[config.mk]
export PLATFORM = sky130hd
export DESIGN_NAME = encoder_4to2_serial_flat
export DESIGN_NICKNAME = d
export VERILOG_FILES = /design/src/rtl/encoder_4to2_serial_if.sv /design/src/rtl/encoder_4to2_serial.sv /design/src/flat_wrapper.sv
export SDC_FILE = /design/constraint.sdc
export NUM_CORES = 1
export LEC_CHECK = 0
export BUFFER_PORTS_ARGS = -buffer_cell sky130_fd_sc_hd__buf_2
export CAP_MARGIN = 10
export CORE_AREA = 2 2 39 41
export CTS_CLUSTER_SIZE = 10
export DETAILED_ROUTE_END_ITERATION = 7
export DIE_AREA = 0 0 41 43
export PLACE_DENSITY = 0.65
export SLEW_MARGIN = 30
export SYNTH_ARGS = -nofsm -noshare
export SYNTH_HDL_FRONTEND = slang
export SYNTH_SLANG_ARGS = --single-unit
[constraint.sdc]
create_clock -name clk -period 4.8 [get_ports clk]
set_clock_uncertainty 0.05 [all_clocks]
set_input_delay 0.48 -clock clk [delete_from_list [all_inputs] [get_ports clk]]
set_output_delay 0.48 -clock clk [all_outputs]
set_load 0.05 [all_outputs]
[src/rtl/encoder_4to2_serial_if.sv]
// Request/beat bus for encoder_4to2_serial: request vector in, one binary index out per beat.
// err_zero exists only when ENC_ZERO_FLAG_EN is defined.
interface encoder_4to2_serial_if #(
  parameter int unsigned N_IN = 4
);
  localparam int unsigned W_CODE = $clog2(N_IN);

  logic              in_valid;
  logic              in_ready;
  logic [N_IN-1:0]   in_bits;
  logic              out_valid;
  logic              out_ready;
  logic [W_CODE-1:0] out_code;
  logic              out_last;
`ifdef ENC_ZERO_FLAG_EN
  logic              err_zero;
`endif

  modport master (
    output in_valid, in_bits, out_ready,
    input  in_ready, out_valid, out_code, out_last
`ifdef ENC_ZERO_FLAG_EN
    , input err_zero
`endif
  );

  modport slave (
    input  in_valid, in_bits, out_ready,
    output in_ready, out_valid, out_code, out_last
`ifdef ENC_ZERO_FLAG_EN
    , output err_zero
`endif
  );
endinterface

[src/rtl/encoder_4to2_serial.sv]
// Serial priority encoder: emits the index of every set bit of an accepted vector, lowest first.
// Optional ENC_ZERO_FLAG_EN adds a one-cycle err_zero pulse when an all-zero vector is accepted.
module encoder_4to2_serial #(
  parameter int unsigned N_IN = 4
) (
  input  logic                  clk,
  input  logic                  rst_n,
  encoder_4to2_serial_if.slave  bus
);
  localparam int unsigned W_CODE = $clog2(N_IN);

  typedef enum logic {IDLE = 1'b0, EMIT = 1'b1} state_e;

  state_e            state_q, state_d;
  logic [N_IN-1:0]   pending_q, pending_d;
  logic              in_ready_q, in_ready_d;
  logic              out_valid_q, out_valid_d;
  logic [W_CODE-1:0] out_code_q, out_code_d;
  logic              out_last_q, out_last_d;
  logic              err_zero_d;

  function automatic logic [W_CODE-1:0] lowest_idx(input logic [N_IN-1:0] v);
    logic [W_CODE-1:0] idx;
    idx = '0;
    for (int i = int'(N_IN) - 1; i >= 0; i--) begin
      if (v[i]) idx = W_CODE'(i);
    end
    return idx;
  endfunction

  // Next state plus the output registers, which are computed from the next pending vector
  always_comb begin
    state_d    = state_q;
    pending_d  = pending_q;
    err_zero_d = 1'b0;

    unique case (state_q)
      IDLE: begin
        if (bus.in_valid) begin
          if (bus.in_bits != '0) begin
            pending_d = bus.in_bits;
            state_d   = EMIT;
          end else begin
            err_zero_d = 1'b1;
          end
        end
      end
      EMIT: begin
        if (bus.out_ready) begin
          // clearing the lowest set bit retires the beat just handed off
          pending_d = pending_q & (pending_q - N_IN'(1));
          if (out_last_q) state_d = IDLE;
        end
      end
      default: state_d = IDLE;
    endcase

    in_ready_d  = (state_d == IDLE);
    out_valid_d = (state_d == EMIT);
    out_code_d  = lowest_idx(pending_d);
    out_last_d  = (pending_d != '0) && ((pending_d & (pending_d - N_IN'(1))) == '0);
  end

  always_ff @(posedge clk or negedge rst_n) begin
    if (!rst_n) begin
      state_q     <= IDLE;
      pending_q   <= '0;
      in_ready_q  <= 1'b1;
      out_valid_q <= 1'b0;
      out_code_q  <= '0;
      out_last_q  <= 1'b0;
    end else begin
      state_q     <= state_d;
      pending_q   <= pending_d;
      in_ready_q  <= in_ready_d;
      out_valid_q <= out_valid_d;
      out_code_q  <= out_code_d;
      out_last_q  <= out_last_d;
    end
  end

`ifdef ENC_ZERO_FLAG_EN
  logic err_zero_q;

  always_ff @(posedge clk or negedge rst_n) begin
    if (!rst_n) err_zero_q <= 1'b0;
    else        err_zero_q <= err_zero_d;
  end

  assign bus.err_zero = err_zero_q;
`else
  logic unused_err_zero;
  assign unused_err_zero = err_zero_d;
`endif

  assign bus.in_ready  = in_ready_q;
  assign bus.out_valid = out_valid_q;
  assign bus.out_code  = out_code_q;
  assign bus.out_last  = out_last_q;
endmodule

[src/flat_wrapper.sv]
// flat-port wrapper written by rule: the top's interface ports become plain ports
module encoder_4to2_serial_flat 
#(
  parameter int unsigned N_IN = 4
)
  (clk, rst_n, bus_in_valid, bus_in_bits, bus_out_ready, bus_in_ready, bus_out_valid, bus_out_code, bus_out_last);
  encoder_4to2_serial_if #(.N_IN(N_IN)) bus_i ();
  input  logic clk;
  input  logic rst_n;
  input wire logic [$bits(bus_i.in_valid)-1:0] bus_in_valid;
  input wire logic [$bits(bus_i.in_bits)-1:0] bus_in_bits;
  input wire logic [$bits(bus_i.out_ready)-1:0] bus_out_ready;
  output wire logic [$bits(bus_i.in_ready)-1:0] bus_in_ready;
  output wire logic [$bits(bus_i.out_valid)-1:0] bus_out_valid;
  output wire logic [$bits(bus_i.out_code)-1:0] bus_out_code;
  output wire logic [$bits(bus_i.out_last)-1:0] bus_out_last;
  assign bus_i.in_valid = bus_in_valid;
  assign bus_i.in_bits = bus_in_bits;
  assign bus_i.out_ready = bus_out_ready;
  assign bus_in_ready = bus_i.in_ready;
  assign bus_out_valid = bus_i.out_valid;
  assign bus_out_code = bus_i.out_code;
  assign bus_out_last = bus_i.out_last;
  encoder_4to2_serial #(.N_IN(N_IN)) u_core (.clk(clk), .rst_n(rst_n), .bus(bus_i));
endmodule
---- Yosys cells after proc, flatten, opt, wreduce, memory -nomap -nowiden ----
Index checks and enable logic that the tools add are counted.
cells by class
  $add $sub $neg .......................... 2
  $mul .................................... 0
  divide/modulo/power cells ............... 0
  order comparisons ....................... 0
  eq/ne operators ......................... 0
  shift-type cells ........................ 0
  muxes and demuxes ....................... 13
  bitwise operators ....................... 4
  reduce and logical (&&, ||, !) cells .... 4
operator list
  operator               number
  $mux W4                3
  $and A4 B4 Y4          2
  $mux W2                4
  $pmux W4 S2            1
  $reduce_bool A4 Y1     2
  $sub A4 B1 Y4 const B  2
  $logic_not A4 Y1       1
  $mux W1                4
  $not A1 Y1             2
  $pmux W1 S2            1
  $logic_and A1 B1 Y1    1
storage, ports and cells
  register bits after elaboration ......... 9
  bits in latches ......................... 0
  bits in writable memories ............... 0
  memory bits (read-only) ................. 0
  input port bits ......................... 8
  memories ................................ 0

---- Logic depth before layout (Yosys ltp) ----
  depth after elaboration ................. 8
  depth in mapped cells ................... 6
  gate-level depth less buffers ........... 6

---- Worst setup path before layout ----
No wires, ideal clock.
  path kind ............................... register to register
  start ................................... reg u_core.state_q
  end ..................................... reg u_core.out_last_q (netlist: u_core.bus.out_last)
  setup time .............................. 69 ps
  data arrival time ....................... 1762 ps
  setup slack ............................. 2919 ps
  cell stages (with the launch flop) ...... 6
  buffers on the path ..................... 0
  clock period less this slack ............ 1881 ps
  path through ............................ dfrtp_1 -> nand4bb_2 -> o21a_1 -> a22o_2 -> a2111o_1 -> nand3_1
between the ends
  longest elaborated chain between the ends .. 6
  elaborated cells on any way between the ends .. 7
  those cells by class .................... add/sub: 1; mux: 1; bitwise: 2; reduce/logical: 3
RTL lines
  what                     line                       text
  start, declared          encoder_4to2_serial.sv:14  state_e state_q, state_d;
  start signal, assigned   encoder_4to2_serial.sv:73  state_q <= state_d;
  $not A1 Y1               --
  $pmux W4 S2 (*)          encoder_4to2_serial.sv:37  unique case (state_q)
  via u_core.pending_d[3]  encoder_4to2_serial.sv:15  logic [N_IN-1:0] pending_q, pending_d;
  $sub A4 B1 Y4            encoder_4to2_serial.sv:61  out_last_d = (pending_d != '0) && ((pending_d & (pending_d - N_IN'(1))) == '0);
  $and A4 B4 Y4            encoder_4to2_serial.sv:61
  $logic_not A4 Y1         encoder_4to2_serial.sv:61
  $logic_and A1 B1 Y1 (*)  encoder_4to2_serial.sv:61
  via u_core.out_last_d    encoder_4to2_serial.sv:19  logic out_last_q, out_last_d;
  end signal, assigned     encoder_4to2_serial.sv:78  out_last_q <= out_last_d;
  end, declared            encoder_4to2_serial.sv:19
Mark *: on every way through the listed nets, which the timed path passes. The rest lies on a longest branch.

---- Final worst setup path ----
Ends and elaborated chain as after synthesis.

==> impl_metrics.json <==
{
  "initial_core_util_pct": 30.7,
  "cp_cell_sequence": "and2b_2 -> o41ai_2 -> a32oi_1 -> inv_1 -> a2111o_1 -> nand3_1",
  "clock_sink_count": 9,
  "clock_tree.root_cell": "sky130_fd_sc_hd__clkbuf_4",
  "synth-seq-cells": 9,
  "critPathKind": "flop to flop",
  "setup.worst_path.end_class": "flop",
  "finalWorstPathRequiredPeriod_ns": 1.80,
  "dieArea_um2": 1760,
  "leakage_nw": 0.252,
  "finalSetupViolCount": 0,
  "cts_tree": "built",
  "detailedRoute.firstPassIterationCount": 2,
  "synthesis.yosys.warnings": 0,
  "syn-mean-instance-area_um2": 11.5,
  "clock_path_buffers": 2,
  "dpl.hpwl_um": 646,
  "initial_antenna_violation_count": 0,
  "area_of_the_core_um2": 1380,
  "count_of_input_and_output_buffers": 12,
  "maximum_number_of_pins_on_one_net_before_global_route_repair": 10,
  "antenna_cells_inserted": 0,
  "cts_hold_buf": 0,
  "avgViaCountPerCell": 5.10,
  "wl_per_cell_um": 11.8,
  "final_min_period_over_clock_period_pct": 37.6,
  "routed_wl_um": 816,
  "post_synthesis_net_count": 45,
  "slowest_delay_ns": 0.44,
  "synth.lib_cells_used.distinct": 22,
  "cpMaxStageDelayCell": "sky130_fd_sc_hd__dfrtp_1",
  "design.portCount": 13,
  "layout.filler_cells": 139,
  "drt_iter0_drc": 2,
  "fin_setup_tns_ns": 0,
  "crit_arrival_ns": 1.95,
  "dieWidth_um": 41,
  "layout-drive-gt1-share_pct": 37.7,
  "cp_data_required_time_ns": 4.94,
  "crit_path_max_fanout": 7,
  "floorplan.die.height_um": 43,
  "max_cap_violations": 0,
  "area_growth_pct": 25.0,
  "ir_worst_vdd_uv": 216,
  "worst_path_dominant_cell_family": "compound AO/OA/AOI/OAI gates",
  "most_common_cell_after_layout_fill_and_taps_aside": "sky130_fd_sc_hd__buf_2",
  "route.antenna.remaining_nets": 0,
  "num_vias": 352,
  "rows": 14,
  "max-slew-margin-rel_pct": 64.9,
  "wire_length_of_the_first_global_routing_pass_um": 1340,
  "postCtsResizedCells": 0,
  "fmaxAchievable_mhz": 554,
  "nets": 62,
  "cts_clk_pin_slew_worst_paths_ns": 0.06,
  "globalRouteOverflowTotal": 0,
  "cts-htree-levels": 1,
  "grt_use_total_pct": 11.7,
  "worst_slew_pin_tran_ns": 0.521,
  "gpl.final_weighted_congestion": 0.705,
  "number_of_global_route_vias_before_repair": 339,
  "outcome": "completed",
  "timing.critical_path.from_type": "flop",
  "hold_viol_final": 0,
  "hold_path_class": "input port to async pin",
  "timing_max_transition_violations_final": 0,
  "timing.final.ws_setup_ns": 3.00,
  "final_cell_mix": "sky130_fd_sc_hd__buf_2, sky130_fd_sc_hd__dfrtp_1, sky130_fd_sc_hd__nand2_1, sky130_fd_sc_hd__clkbuf_4",
  "yosysSeqAreaShare_pct": 53.2,
  "syn_area_um2": 425,
  "drt_drc_violations_left": 0,
  "grt_setup_unrepaired": "false",
  "worst_slack_after_detailed_placement_ns": 2.80,
  "timing.critical_path.buf_inv": 1,
  "synth_cells": 37,
  "powerDensity_nw_per_um2": 756,
  "numCtsBuffers": 3,
  "postCtsSetupBuffers": 0,
  "clk-insertion-delay-late_ns": 0.25
}
==> flip-flops by register name, summed over array words and instances (netlist names) <==
name and cells:
u_core.pending_q 4, u_core.bus.out_last 1, u_core.state_q 1, u_core.bus.out_code 2, u_core.bus.in_ready 1
==> synthesized netlist by cell type <==
cell type / count / share of area [%]
sky130_fd_sc_hd__a2111o_1: 1 / 2.6
sky130_fd_sc_hd__nand2b_1: 1 / 1.5
sky130_fd_sc_hd__o31ai_1: 1 / 1.8
sky130_fd_sc_hd__nand2_1: 4 / 3.5
sky130_fd_sc_hd__a22o_2: 1 / 2.4
sky130_fd_sc_hd__dfstp_2: 1 / 6.2
sky130_fd_sc_hd__nor2_1: 1 / 0.88
sky130_fd_sc_hd__nand3b_1: 2 / 3.5
sky130_fd_sc_hd__nand3_1: 2 / 2.4
sky130_fd_sc_hd__o21a_1: 2 / 3.5
sky130_fd_sc_hd__a21oi_1: 2 / 2.4
sky130_fd_sc_hd__nor3_1: 1 / 1.2
sky130_fd_sc_hd__nand4bb_2: 1 / 3.8
sky130_fd_sc_hd__a22oi_1: 1 / 1.8
sky130_fd_sc_hd__a32oi_1: 1 / 2.1
sky130_fd_sc_hd__and2b_2: 1 / 2.1
sky130_fd_sc_hd__inv_1: 2 / 1.8
sky130_fd_sc_hd__a32o_1: 1 / 2.4
sky130_fd_sc_hd__o41ai_2: 1 / 3.8
sky130_fd_sc_hd__o21ai_1: 1 / 1.2
sky130_fd_sc_hd__maj3_1: 1 / 2.4
sky130_fd_sc_hd__dfrtp_1: 8 / 47
==> per-stage QoR <==
step                area, um2  cells  utilization (%)  hold WS [ns]  power [W]
global placement          505     65             36.5         0.284   0.000343
finish                    532     69             38.4       0.00898   0.000402
detailed placement        505     65             36.5         0.286   0.000346
CTS                       532     69             38.4        0.0141   0.000404
floorplan                 425     37                -         0.134   0.000300
global route              532     69             38.4        0.0158   0.000431
==> kinds of logic after synthesis <==
logic type	synth area share [%]
AOI/OAI and AO/OA	23.8
and+or+nand+nor	18.8
buffers and inverters	1.77
DFF	53.2
adders and majority gates	2.35
==> power by group <==
group	total, W	leakage, nW	internal [W]	switching [W]
registers	0.000136	0.111	0.000115	0.0000213
clock network	0.0000583	0.0150	0.0000320	0.0000263
logic	0.000208	0.125	0.0000695	0.000138
total	0.000402	0.252	0.000216	0.000186
==> metal layers <==
metal	global-route usage (%)	routed length (um)
met2	17.8	426
met4	10.0	0
met5	0	0
met3	3.14	34
met1	12.5	355
==> cell type report <==
class / instances / area [um2] / area share [%]
Timing Repair Buffer: 12 / 60.1 / 11.3
Sequential cell: 9 / 226 / 42.6
Tap cell: 16 / 20.0 / 3.76
Multi-Input combinational cell: 26 / 191 / 36.0
Inverter: 2 / 7.51 / 1.41
Clock buffer: 4 / 26.3 / 4.94
==> path summary, 6_finish.rpt <==
check / startpoint / endpoint / slack, ns / cells past startpoint
setup / recovery: u_core.state_q$_DFF_PN0_ / u_core.bus.out_last$_DFF_PN0_ / 3.00 / 6
hold / removal: rst_n / u_core.bus.out_code[0]$_DFF_PN0_ / 0.009 / 1
setup reg to reg: u_core.state_q$_DFF_PN0_ / u_core.bus.out_last$_DFF_PN0_ / 3.00 / 6
hold reg to reg: u_core.bus.out_last$_DFF_PN0_ / u_core.state_q$_DFF_PN0_ / 0.51 / 3
max in group asynchronous: rst_n / u_core.bus.in_ready$_DFF_PN1_ / 4.45 / 1
min in group clk: bus_out_ready / u_core.state_q$_DFF_PN0_ / 0.50 / 4
No activity file was read; power rests on OpenSTA's default activity.
